===== config.mk =====
export PLATFORM = sky130hd
export DESIGN_NAME = hilo_muldiv_unit
export DESIGN_NICKNAME = d
export VERILOG_FILES = /design/src/rtl/hilo_muldiv_unit_pkg.sv /design/src/rtl/hilo_muldiv_unit_iter_core.sv /design/src/rtl/hilo_muldiv_unit.sv
export SDC_FILE = /design/constraint.sdc
export NUM_CORES = 1
export LEC_CHECK = 0
export ABC_AREA = 1
export CAP_MARGIN = 25
export CORE_ASPECT_RATIO = 1.2
export CORE_MARGIN = 2
export CORE_UTILIZATION = 35
export CTS_CLUSTER_SIZE = 8
export DETAILED_ROUTE_END_ITERATION = 10
export HOLD_SLACK_MARGIN = 0.03
export MAX_ROUTING_LAYER = met4
export SYNTH_ARGS = -nofsm -noshare
export SYNTH_HDL_FRONTEND = slang
export SYNTH_HIERARCHICAL = 1
export SYNTH_SLANG_ARGS = --single-unit

===== constraint.sdc =====
create_clock -name clk -period 5.9 [get_ports clk]
set_input_delay 0.885 -clock clk [delete_from_list [all_inputs] [get_ports clk]]
set_output_delay 0.885 -clock clk [all_outputs]
set_load 0.005 [all_outputs]

===== src/rtl/hilo_muldiv_unit_pkg.sv =====
// Shared encodings for the HI/LO multiply/divide unit: opcodes and FSM states.
package hilo_muldiv_unit_pkg;

  localparam logic [2:0] OP_MULT  = 3'b000;
  localparam logic [2:0] OP_MULTU = 3'b001;
  localparam logic [2:0] OP_DIV   = 3'b010;
  localparam logic [2:0] OP_DIVU  = 3'b011;
  localparam logic [2:0] OP_MTHI  = 3'b100;
  localparam logic [2:0] OP_MTLO  = 3'b101;

  typedef enum logic [1:0] {
    S_IDLE = 2'd0,
    S_CALC = 2'd1,
    S_FIX  = 2'd2
  } state_t;

endpackage


===== src/rtl/hilo_muldiv_unit_iter_core.sv =====
// Radix-2 iterative engine: shift-add multiply or restoring shift-subtract divide on
// unsigned magnitudes. Result is {acc, sr}: product {hi,lo}, or {remainder, quotient}.
module hilo_muldiv_unit_iter_core #(
  parameter int W = 32
) (
  input  logic         clk,
  input  logic         reset,
  input  logic         load,
  input  logic         step,
  input  logic         mode_div,
  input  logic [W-1:0] a_mag,
  input  logic [W-1:0] b_mag,
  output logic [W-1:0] acc,
  output logic [W-1:0] sr
);

  logic [W-1:0] opnd;
  logic         mode_div_r;
  logic [W:0]   sum;
  logic [W:0]   shifted;
  logic [W:0]   trial;

  always_comb begin
    sum     = {1'b0, acc} + (sr[0] ? {1'b0, opnd} : '0);
    shifted = {acc, sr[W-1]};
    trial   = shifted - {1'b0, opnd};
  end

  // The remainder always fits in W bits, so trial[W] alone tells whether the subtract fits.
  always_ff @(posedge clk or negedge reset) begin
    if (!reset) begin
      acc        <= '0;
      sr         <= '0;
      opnd       <= '0;
      mode_div_r <= 1'b0;
    end else if (load) begin
      acc        <= '0;
      sr         <= a_mag;
      opnd       <= b_mag;
      mode_div_r <= mode_div;
    end else if (step) begin
      if (mode_div_r) begin
        if (!trial[W]) begin
          acc <= trial[W-1:0];
          sr  <= {sr[W-2:0], 1'b1};
        end else begin
          acc <= shifted[W-1:0];
          sr  <= {sr[W-2:0], 1'b0};
        end
      end else begin
        acc <= sum[W:1];
        sr  <= {sum[0], sr[W-1:1]};
      end
    end
  end

endmodule


===== src/rtl/hilo_muldiv_unit.sv =====
// HI/LO register pair with an iterative signed/unsigned multiply/divide unit behind a
// start/ready/done handshake; MTHI/MTLO write HI/LO directly in one cycle.
//
//   state  | meaning
//   S_IDLE | ready; accepts MULT*/DIV*, MTHI/MTLO, reserved no-ops
//   S_CALC | one radix-2 step per cycle, counter W-1 down to 0
//   S_FIX  | apply result signs, write {hi,lo} on exit
module hilo_muldiv_unit
  import hilo_muldiv_unit_pkg::*;
#(
  parameter int W     = 32,
  parameter int CNT_W = 6
) (
  input  logic         clk,
  input  logic         reset,
  input  logic         start,
  input  logic [2:0]   op,
  input  logic [W-1:0] a,
  input  logic [W-1:0] b,
  input  logic         abort,
  output logic         ready,
  output logic         busy,
  output logic         done,
  output logic         div0,
  output logic [W-1:0] hi,
  output logic [W-1:0] lo
);

  state_t         state;
  logic [CNT_W-1:0] cnt;
  logic           mode_div;
  logic           neg_q;
  logic           neg_r;
  logic           zero_div;

  logic           accept;
  logic           iter_op;
  logic           signed_op;
  logic           div_op;
  logic           a_neg;
  logic           b_neg;
  logic [W-1:0]   a_mag;
  logic [W-1:0]   b_mag;
  logic [W-1:0]   core_acc;
  logic [W-1:0]   core_sr;
  logic [2*W-1:0] prod_mag;
  logic [2*W-1:0] prod;
  logic [W-1:0]   res_hi;
  logic [W-1:0]   res_lo;

  assign ready  = (state == S_IDLE);
  assign busy   = !ready;
  assign accept = start && ready && !abort;

  always_comb begin
    iter_op   = (op == OP_MULT) || (op == OP_MULTU) || (op == OP_DIV) || (op == OP_DIVU);
    signed_op = (op == OP_MULT) || (op == OP_DIV);
    div_op    = (op == OP_DIV) || (op == OP_DIVU);
    a_neg     = signed_op && a[W-1];
    b_neg     = signed_op && b[W-1];
    a_mag     = a_neg ? -a : a;
    b_mag     = b_neg ? -b : b;
  end

  hilo_muldiv_unit_iter_core #(.W(W)) u_core (
    .clk      (clk),
    .reset    (reset),
    .load     (accept && iter_op),
    .step     ((state == S_CALC) && !abort),
    .mode_div (div_op),
    .a_mag    (a_mag),
    .b_mag    (b_mag),
    .acc      (core_acc),
    .sr       (core_sr)
  );

  // Divide by zero: the engine already yields remainder |a|, so the sign fix restores a;
  // only the quotient needs forcing to all ones.
  always_comb begin
    prod_mag = {core_acc, core_sr};
    prod     = neg_q ? -prod_mag : prod_mag;
    res_hi   = prod[2*W-1:W];
    res_lo   = prod[W-1:0];
    if (mode_div) begin
      res_hi = neg_r ? -core_acc : core_acc;
      res_lo = zero_div ? '1 : (neg_q ? -core_sr : core_sr);
    end
  end

  always_ff @(posedge clk or negedge reset) begin
    if (!reset) begin
      state    <= S_IDLE;
      cnt      <= '0;
      mode_div <= 1'b0;
      neg_q    <= 1'b0;
      neg_r    <= 1'b0;
      zero_div <= 1'b0;
      hi       <= '0;
      lo       <= '0;
      done     <= 1'b0;
      div0     <= 1'b0;
    end else begin
      done <= 1'b0;
      case (state)
        S_IDLE: begin
          if (accept) begin
            if (iter_op) begin
              state    <= S_CALC;
              cnt      <= CNT_W'(W - 1);
              mode_div <= div_op;
              neg_q    <= a_neg ^ b_neg;
              neg_r    <= a_neg;
              zero_div <= div_op && (b == '0);
            end else if (op == OP_MTHI) begin
              hi <= a;
            end else if (op == OP_MTLO) begin
              lo <= a;
            end
          end
        end
        S_CALC: begin
          if (abort) begin
            state <= S_IDLE;
            cnt   <= '0;
          end else if (cnt == '0) begin
            state <= S_FIX;
          end else begin
            cnt <= cnt - CNT_W'(1);
          end
        end
        S_FIX: begin
          state <= S_IDLE;
          if (!abort) begin
            hi   <= res_hi;
            lo   <= res_lo;
            done <= 1'b1;
            div0 <= mode_div && zero_div;
          end
        end
        default: state <= S_IDLE;
      endcase
    end
  end

endmodule


==> qor.csv <==
stage,metric,value,unit
synth,cell area after synthesis,17300,sq um
worst_setup_path,Critical Path AT,3.85,ns
synth,leading area contributor after synthesis,dfrtp_1,
worst_setup_path,CP startpoint,abort,
layout,design area,19900,sq um
synth,most common cell in the netlist,nand2_1,
clock_network,clk sinks,175,
die,Chip Width,207,um
sta,Least-Margin Pin Slew,1.01,ns
routing,met2 wire length,31.8,mm
grt,initial antenna violation count,0,
sta,f_max,289,MHz
grt,largest net degree at the start of global routing,102,
routing,met3 WL,3.45,mm
sta,TNS Setup,0,ns
sta,normalized max-slew margin,32.7,%
run,Max Cap Viol,0,
synth,Synth area leaders,"dfrtp_1, nand2_1, inv_1, nor2_1, nand3_1",
layout,Synth-to-Final Area Change,14.8,%
sta,Slew Limit Fails,0,
synth,Post-Syn Instances,2935,
layout,layout cell share with drive strength beyond 1,3.76,%
routing,drt pass-1 iters,5,
sta,unrepaired setup endpoints after global routing,no,
routing,length of routed wiring on met1,26.5,mm
sta,fin crit period,3.46,ns
synth,"Top FF cell, synth",dfrtp_1,
synth,Syn. warnings,6,
die,number of cell rows,89,
placement,RePlAce Congestion,0.982,
worst_setup_path,CP Capture Type,register,
clock_network,CTS Buf Count,17,
clock_network,Clock transition at path regs,0.07,ns
die,die span in y,248,um
pwr,peak supply drop,0.000264,V
routing,Post-DRT Antenna Nets,0,
synth,most common library cells after synthesis,"nand2_1, inv_1, nor2_1",
routing,final wirelength,65.7,mm
worst_setup_path,Critical R2R Launch,state[0],
routing,Iteration-0 DRC Markers,1590,
grt,GR Overflow Total,0,
synth,"EDFF count, synth",0,
routing,Vias,19100,
sta,final period utilization,58.6,%
run_status,status,finished clean,
routing,Vias/cell,5.20,
pwr,LEAKAGE,10.0,nW
worst_setup_path,startpoint types,primary input,
worst_setup_path,CP max stage delay,0.59,ns
layout,n_diodes,0,
synth,sequential-to-total area share from yosys stat,25.3,%
routing,DRC viols,0,
synth,Yosys reg bits,175,
layout,Fill cells,5502,
placement,placed cell areas,19300,sq um
sta,Max Clock Skew,0.00810,ns
die,Initial Util,35.4,%
sta,endpoints failing hold,0,
clock_network,Post-CTS Setup Bufs,0,
clock_network,clock latency on the worst-skew pair,0.47,ns
placement,port buffer count,138,
worst_setup_path,R2R setup slack,2.48,ns
worst_setup_path,Worst Path Required,6.29,ns
routing,per-cell routed wire length,17.9,um
synth,synthesized net count,3078,
grt,first-pass GRT wire length,102,mm
worst_setup_path,crit path cell chain,clkdlybuf4s50_1 > inv_1 > nand2_1 > nor2_1 > nand2_2 > inv_2 > nor2_2 > buf_4 > nor2_2 > buf_4 > o21ai_0 > inv_1 > nand2_1 > o21ai_1,
clock_network,H-tree depth,4,
clock_network,number of hold buffers added after cts,0,
grt,number of global-route vias before repair,18300,
sta,# setup viols final,0,
synth,Synth top area share,25.3,%
hold_path,Worst Hold Class,primary input to asynchronous set/reset pin,
grt,GR Util All Layers,26.5,%
synth,unique cell type count in the Yosys netlist,51,
synth,fraction of registers with async set or reset after synthesis,100,%
worst_setup_path,CP max stage cell,clkdlybuf4s50_1,
worst_setup_path,Crit Path Max Fanout,38,
clock_network,CTS tree,yes,
synth,syn_area_per_cell,5.91,sq um
clock_network,post-cts sizing count,0,
layout,post-layout net count,3162,
clock_network,Clock Path Buffers,2,
worst_setup_path,kind of critical path,primary input to register,
placement,detailed placement HPWL,53.0,mm
die,io pins,139,
clock_network,clock tree root driver cell,clkbuf_16,
die,core outline area,49000,sq um
die,die area,51300,sq um
routing,Highest Signal Layer,met4,
pwr,PD cells,452,nW/um^2
-- metal layers --
layer	vias to the layer above	GRT usage, %
li1	9531	-
met5	-	-
met2	676	45.3
met4	0	14.6
met1	8708	30.2
met3	151	3.15
-- logic make-up (layout without fill, tap and decap cells) --
group / Yosys count / after routing / share of synthesized area [%]
and+or+nand+nor: 1617 / 1617 / 38.6
buffers and inverters: 527 / 624 / 11.9
AOI/OAI and AO/OA: 465 / 465 / 15.0
DFF: 175 / 175 / 25.3
xor gates and xnor gates: 78 / 78 / 3.94
adders and majority gates: 72 / 72 / 5.28
muxes: 1 / 1 / 0.0650
-- report_power, final --
part           internal, W  switching (W)  leakage (nW)  total (W)
registers          0.00157       0.000677          2.06    0.00225
logic              0.00196        0.00353          7.64    0.00549
clock network     0.000683       0.000571         0.300    0.00125
total              0.00421        0.00478          10.0    0.00899
-- layout by cell type (no fill, tap or decap), drive strengths merged, types with 53 or more instances in the layout --
cell and n:
dfrtp 175, o21ai 223, inv 444, nand3 229, ha 70, xor2 53
a21oi 154, nor2 414, clkdlybuf4s50 137, nand2 897
-- critical path, delay by kind of cell --
family / cells / cell delay (ns)
AO/OA/AOI/OAI: 2 / 0.30
AND/OR/NAND/NOR: 6 / 0.68
buffers and inverters: 6 / 1.95
-- flip-flops by register name (all words and copies together) (netlist names), 2 cells and up --
register and flops:
hi 32, u_core/acc 32, u_core/opnd 32, cnt 6, u_core/sr 32, lo 32, state 2
-- final timing paths --
kind | to | depth (start not counted)
min | u_core/sr[12] | 1
min in group clk | lo[14] | 2
max | u_core/acc[6] | 14
min reg2reg | lo[14] | 2
max reg2reg | hi[8] | 10
max in group asynchronous | u_core/opnd[31] | 2
-- final cells by class --
type,instances,area [sq um],share of cell area (%)
Clock buffer,17,425,2.14
Clock inverter,15,200,1.01
Inverter,439,1650,8.28
Multi-Input combinational cell,2233,10900,54.8
Sequential cell,175,4380,22.0
Tap cell,637,797,4.01
Timing Repair Buffer,153,1540,7.74
-- through the flow --
stage                     setup slack, ns  instances  util [%]  hold slack, ns  power, W
after floorplan                      3.28       2935         -           0.452   0.00592
after global placement               1.45       3635      39.2           0.471   0.00764
after detailed placement             2.00       3637      39.3           0.481   0.00767
after CTS                            2.47       3669      40.6           0.494   0.00893
after global routing                 2.15       3669      40.6           0.511   0.00983
final                                2.44       3669      40.6           0.455   0.00899
No activity file was read; power rests on OpenSTA's default activity.
